===== config.mk =====
export PLATFORM = sky130hd
export DESIGN_NAME = inst_fetch
export DESIGN_NICKNAME = d
export VERILOG_FILES = /design/src/rtl/inst_fetch.sv
export SDC_FILE = /design/constraint.sdc
export NUM_CORES = 1
export LEC_CHECK = 0
export ABC_AREA = 1
export ABC_CLOCK_PERIOD_IN_PS = 4300
export CAP_MARGIN = 0
export CORE_ASPECT_RATIO = 1.25
export CORE_MARGIN = 2
export CORE_UTILIZATION = 30
export CTS_CLUSTER_DIAMETER = 100
export CTS_CLUSTER_SIZE = 10
export DETAILED_ROUTE_END_ITERATION = 7
export HOLD_SLACK_MARGIN = 0.05
export SETUP_SLACK_MARGIN = 0.02
export SYNTH_ARGS = -nofsm -noshare
export SYNTH_HDL_FRONTEND = slang
export SYNTH_SLANG_ARGS = --single-unit
export TNS_END_PERCENT = 10

===== constraint.sdc =====
create_clock -name clk_i -period 4.3 [get_ports clk_i]
set_input_delay 0.43 -clock clk_i [delete_from_list [all_inputs] [get_ports clk_i]]
set_output_delay 0.43 -clock clk_i [all_outputs]
set_load 0.03 [all_outputs]

===== src/rtl/inst_fetch.sv =====
// Instruction fetch stage.
// Drives the instruction-memory word address and read enable, captures the
// returned word one cycle later and presents {inst, pc, valid} to decode.
// Decode back-pressure holds the presented instruction, a redirect restarts
// fetch at a new target, and an EBREAK word parks the stage until reset.
// Every output is a register (or a decode of the state register), so no
// input reaches an output combinationally.
//
// Handshake: inst_o/pc_o are offered while inst_valid_o=1. Decode signals
// "not taken" by raising stall_i; an instruction is consumed at every rising
// edge where inst_valid_o=1 and stall_i=0. redirect_i overrides stall_i.
//
// dbg_state_o encoding: 0=IDLE, 1=RUN, 2=STALL, 3=HALT.
module inst_fetch #(
  parameter int AW       = 5,
  parameter int DW       = 32,
  parameter int RESET_PC = 0
) (
  input  logic          clk_i,
  input  logic          rst_i,
  input  logic          stall_i,
  input  logic          redirect_i,
  input  logic [AW-1:0] redirect_pc_i,
  output logic [AW-1:0] mem_addr_o,
  output logic          mem_rd_en_o,
  input  logic [DW-1:0] mem_data_i,
  output logic [DW-1:0] inst_o,
  output logic [AW-1:0] pc_o,
  output logic          inst_valid_o,
  output logic          halted_o,
  output logic [1:0]    dbg_state_o
);

  typedef enum logic [1:0] {
    IDLE  = 2'd0,
    RUN   = 2'd1,
    STALL = 2'd2,
    HALT  = 2'd3
  } state_t;

  localparam logic [DW-1:0] EBREAK = DW'(32'h0010_0073);

  state_t        state_q, state_d;
  logic [AW-1:0] fetch_pc_q;
  logic [DW-1:0] inst_q;
  logic [AW-1:0] pc_q;
  logic          valid_q;
  logic          halted_q;

  // Control strobes from the next-state logic into the datapath.
  logic          capture;       // take mem_data_i into the decode registers
  logic          load_redirect; // restart fetch at redirect_pc_i
  logic          clear_valid;   // present a bubble to decode
  logic          set_halt;      // EBREAK captured, stop fetching
  logic          is_ebreak;

  assign is_ebreak = (mem_data_i == EBREAK);

  // State register.
  always_ff @(posedge clk_i or posedge rst_i) begin
    if (rst_i) state_q <= IDLE;
    else       state_q <= state_d;
  end

  // Next state and datapath strobes; priority is redirect > stall > normal.
  always_comb begin
    state_d       = state_q;
    capture       = 1'b0;
    load_redirect = 1'b0;
    clear_valid   = 1'b0;
    set_halt      = 1'b0;
    case (state_q)
      IDLE: begin
        // One settling cycle for the memory before the first read.
        state_d       = RUN;
        clear_valid   = 1'b1;
        load_redirect = redirect_i;
      end
      RUN: begin
        if (redirect_i) begin
          load_redirect = 1'b1;
          clear_valid   = 1'b1;
        end else if (stall_i) begin
          // Read data this cycle is dropped; the same address is re-read later.
          state_d = STALL;
        end else begin
          capture = 1'b1;
          if (is_ebreak) begin
            set_halt = 1'b1;
            state_d  = HALT;
          end
        end
      end
      STALL: begin
        if (redirect_i) begin
          load_redirect = 1'b1;
          clear_valid   = 1'b1;
          state_d       = RUN;
        end else if (!stall_i) begin
          // Decode takes the held instruction now; one bubble follows.
          clear_valid = 1'b1;
          state_d     = RUN;
        end
      end
      HALT: begin
        clear_valid = 1'b1;
      end
      default: begin
        state_d = IDLE;
      end
    endcase
  end

  // Fetch PC and decode-facing registers.
  always_ff @(posedge clk_i or posedge rst_i) begin
    if (rst_i) begin
      fetch_pc_q <= AW'(RESET_PC);
      inst_q     <= '0;
      pc_q       <= '0;
      valid_q    <= 1'b0;
      halted_q   <= 1'b0;
    end else begin
      if (load_redirect)              fetch_pc_q <= redirect_pc_i;
      else if (capture && !is_ebreak) fetch_pc_q <= fetch_pc_q + AW'(1);
      if (capture) begin
        inst_q  <= mem_data_i;
        pc_q    <= fetch_pc_q;
        valid_q <= 1'b1;
      end else if (clear_valid) begin
        valid_q <= 1'b0;
      end
      if (set_halt) halted_q <= 1'b1;
    end
  end

  assign mem_addr_o   = fetch_pc_q;
  assign mem_rd_en_o  = (state_q == RUN);
  assign inst_o       = inst_q;
  assign pc_o         = pc_q;
  assign inst_valid_o = valid_q;
  assign halted_o     = halted_q;
  assign dbg_state_o  = state_q;

endmodule


[Word-level counts from Yosys, hierarchy flattened]
Cells that the tools add are included.
Widths: inputs -> output; s select.
Word-level totals
  bits in registers: 46
Operators by class
  add/sub/neg operators: 1
  equality and inequality tests: 7
  multiplexer cells: 21
  reductions and logical operators: 9
Operators by type and width (number)
  $eq 32x21->1 const B: 1
  $mux 1: 11
  $mux 2: 5
  $mux 5: 2
  $pmux 2 s3: 1
  $add 5x1->5 const B: 1
  $eq 2x2->1 const B: 2
  $reduce_and 4->1: 1
  $reduce_bool 2->1: 2
  $reduce_or 2->1: 2
  $ne 3x2->1 const B: 1
  $ne 3x3->1 const B: 1
  $pmux 1 s3: 1
  $reduce_bool 3->1: 1
  $eq 2x1->1 const B: 1
  $logic_not 2->1: 1
  $ne 2x2->1 const B: 1
  $pmux 1 s2: 1
  $logic_and 1x1->1: 1
  $logic_not 1->1: 1

[Depth between registers and ports, before layout]
  depth after elaboration: 6
  mapped depth: 10
  mapped depth without buffers: 10

[Worst setup path before layout]
OpenSTA, ideal clock, no wires.
  kind: register -> register
  start point: register state_q[0] (netlist: dbg_state_o[0])
  end point: register inst_q[18] (netlist: inst_o[18])
  setup time: 121 ps
  arrival time: 1773 ps
  required time: 4179 ps
  slack: 2405 ps
  cell stages (with the launch flop): 9
  path buffers: 2
  period minus slack after synthesis: 1895 ps
  path through: dfrtp_1 > ha_1 > nand2_2 > nor2_8 > inv_2 > buf_6 > buf_6 > nand2_1 > o21ai_1
Between the ends
  word-level cells in the longest chain between the ends: 2
Ends and longest elaborated chain
  from (decl): line 43  | state_t state_q, state_d;
  from (signal assigned): line 62  | else state_q <= state_d;
  $eq 2x1->1
  named net mem_rd_en_o: line 25  | output logic mem_rd_en_o,
  $mux 1: line 72  | case (state_q)
  to (signal assigned): line 126  | inst_q <= mem_data_i;
  to (decl): line 45  | logic [DW-1:0] inst_q;
The timed path passes the listed nets, and every way through them passes these cells.
A chain may end at the register's enable or synchronous reset.

[Worst setup path after layout]
  start point: register state_q[1] (netlist: dbg_state_o[1])
  end point: output port mem_rd_en_o
Between the ends
  word-level cells in the longest chain between the ends: 1
Ends and longest elaborated chain
  $eq 2x1->1: line 137  | assign mem_rd_en_o = (state_q == RUN);
  to (decl): line 25
Every way passes these cells.

==> impl_metrics.json <==
{
  "dieArea_sq_um": 7863,
  "n_antenna_cell": 0,
  "peakVddDrop_v": 0.0003137,
  "fin_crit_sh": 0.5138,
  "path_max_fanout": 6,
  "wl_per_cell_um": 11.58,
  "htreeDepth": 2,
  "drv_slew": 0,
  "clkTransAtPathRegs_ps": 80,
  "dr.pass1.iters": 4,
  "leakage_uw": 0.001556,
  "syn_nets": 310,
  "port_buffers": 87,
  "drc_errors": 0,
  "avgSynthCellArea_sq_um": 8.112,
  "grt_pass1_vias": 1887,
  "p_switching_uw": 1003,
  "critPathLaunch": "dbg_state_o[1]",
  "seq_area_frac_synth": 0.5355,
  "grt_antenna_before_repair": 0,
  "maxCapViolCount": 0,
  "final_cell_mix": "100 x nand2_1, 87 x clkdlybuf4s50_1, 46 x dfrtp_1",
  "cp.required_ps": 3870,
  "post_cts_resized": 0,
  "end_kind": "primary output",
  "synth.distinct_cells": 21,
  "ys_ff_latch": 46,
  "layout_commonest_cell": "nand2_1",
  "finalWirelength_um": 5094,
  "critPathLaunchType": "register",
  "grt.total_usage": 0.1331,
  "clk_latency_ps": 280,
  "hpwl_um": 3794,
  "clock-sinks": 46,
  "rr_startpoint": "dbg_state_o[1]",
  "hold_buffers": 0,
  "synth-xor-area-share": 0.004075,
  "clockBufferDepth": 2,
  "area_growth_pct": 46.92,
  "max_stage_delay_ps": 710,
  "power_frac_seq": 0.338,
  "grt_start_max_net_pins": 69,
  "start_util": 0.3100,
  "cp_cell_sequence": "inv_1 -> ha_1 -> clkdlybuf4s50_1",
  "num_vias": 1905,
  "synth_top_family_by_area": "simple AND/OR/NAND/NOR gates",
  "min_period_ps": 2209,
  "synth_mux_area_frac": 0.01048,
  "cts-root-buf": "clkbuf_8",
  "slowest_stage": "clkdlybuf4s50_1",
  "powerDensity_nw_per_um2": 720.8,
  "comb_power_share": 0.546,
  "yosys.area_share.simple": 0.2445,
  "ioPinCount": 88,
  "routabilityCongestion": 0.7814,
  "yosys_warnings": 0,
  "min_from": "inst_o[4]",
  "dieHeight_um": 98.64,
  "post_cts_buffers": 0,
  "hold_violations": 0,
  "nets": 394,
  "sw_frac_of_total": 0.4407,
  "core_sq_um": 6934,
  "p_clk_frac": 0.117,
  "internal_power_uw": 1273,
  "synth-compound-area-share": 0.08673,
  "netlist_instances": 265,
  "tns_ps": 0,
  "hp-class": "reg2reg",
  "cts_tree": "yes",
  "grt-ovfl-total": 0,
  "hold-worst-slack_ps": 477.0,
  "drive_gt1_frac": 0.04571,
  "die_w_um": 79.71,
  "synthAdderAreaFrac": 0.02328,
  "outcome": "complete, no violations",
  "routed_via_density": 4.330,
  "cts_made_buffers": 5,
  "row_count": 34,
  "ant_nets": 0,
  "initialDrtViolationCount": 84,
  "setup-violations-final": 0,
  "synth_area_sq_um": 2150,
  "max_slew_margin": 0.3564,
  "rsz0062_at_grt": "no",
  "fin_worst_skew_ps": 1.944,
  "cp.arrival_ps": 1780,
  "worstMarginPinSlew_ps": 964.1,
  "criticalPathCategory": "reg2out",
  "fmax_ghz": 0.4526,
  "grt_first_pass_wirelength_um": 8369
}
layer usage:
layer / up-vias / share of wire / GRT usage
li1: 975 / - / -
met1: 868 / 0.45 / 0.1617
met2: 60 / 0.50 / 0.2379
met3: 2 / 0.048 / 0.02839
met4: 0 / 0.0045 / 0.03183
met5: - / 0 / 0
per-stage QoR:
stage	setup slack (ps)	util	cells	area [sq um]	total power, uW
finish	2091	0.4554	440	3158	2276
global route	1993	0.4554	440	3158	2442
CTS	2069	0.4554	440	3158	2314
detailed placement	1944	0.4423	432	3067	2036
global placement	1968	0.4423	432	3067	2014
floorplan	2405	-	265	2150	1511
cells by family (layout without fill, tap and decap cells):
family          after synthesis  in the layout
buf+inv                      47            132
simple gates                129            129
fa+ha+maj                     4              4
mux                           2              2
flops                        46             46
xor+xnor                      1              1
compound gates               36             36
worst paths after layout:
check / to / cells after the start / slack, ps
worst max-delay path: mem_rd_en_o / 3 / 2090
min in group asynchronous: inst_o[10] / 2 / 680
max in group asynchronous: inst_o[1] / 2 / 3030
worst min register to register: inst_o[4] / 2 / 480
worst max register to register: inst_valid_o / 6 / 2240
worst min-delay path: inst_o[4] / 2 / 480
area by class of cell:
class	instances	area (sq um)
repair buffers	87	870.8
flip-flops and latches	46	1151
clock buffers	7	86.33
inverters	37	138.9
fillers	697	3776
well taps	90	112.6
multi-input cells	172	793.3
clock inverters	1	5.005
power groups by stage:
| stage | Clock [uW] | Combinational, uW | Sequential [uW] |
|---|---|---|---|
| floorplan | 0 | 369 | 1140 |
| global placement | 0 | 1240 | 776 |
| CTS | 281 | 1260 | 772 |
| detailed placement | 0 | 1260 | 779 |
| global route | 302 | 1340 | 796 |
| finish | 266 | 1240 | 768 |
registers in the layout, summed over array words and instances (netlist names):
name and cells:
pc_o 5, mem_addr_o 5, inst_o 32, inst_valid_o 1, dbg_state_o 2, halted_o 1
critical path: cells and delay by family, from the launching register on:
kind	cells	cell delay, ps
buffers and inverters	2	790
DFF	1	440
adders and majority gates	1	270
cell usage after synthesis:
library cell	number	area (sq um)
a21oi_1	3	15.01
nor2_8	1	20.02
o21ai_1	12	60.06
clkbuf_2	1	5.000
nand2_1	100	375.4
nand4_1	2	12.51
buf_6	3	33.78
nand3_1	12	60.06
nor2_1	12	45.04
dfrtp_1	46	1151
buf_2	4	20.02
ha_1	4	50.05
inv_2	2	7.510
clkbuf_1	1	3.750
buf_1	1	3.750
o21ai_0	20	100.1
o21bai_2	1	11.26
mux2_2	2	22.52
xnor2_1	1	8.760
inv_1	35	131.4
nand2_2	2	12.51
(Power assumes the default switching activity.)
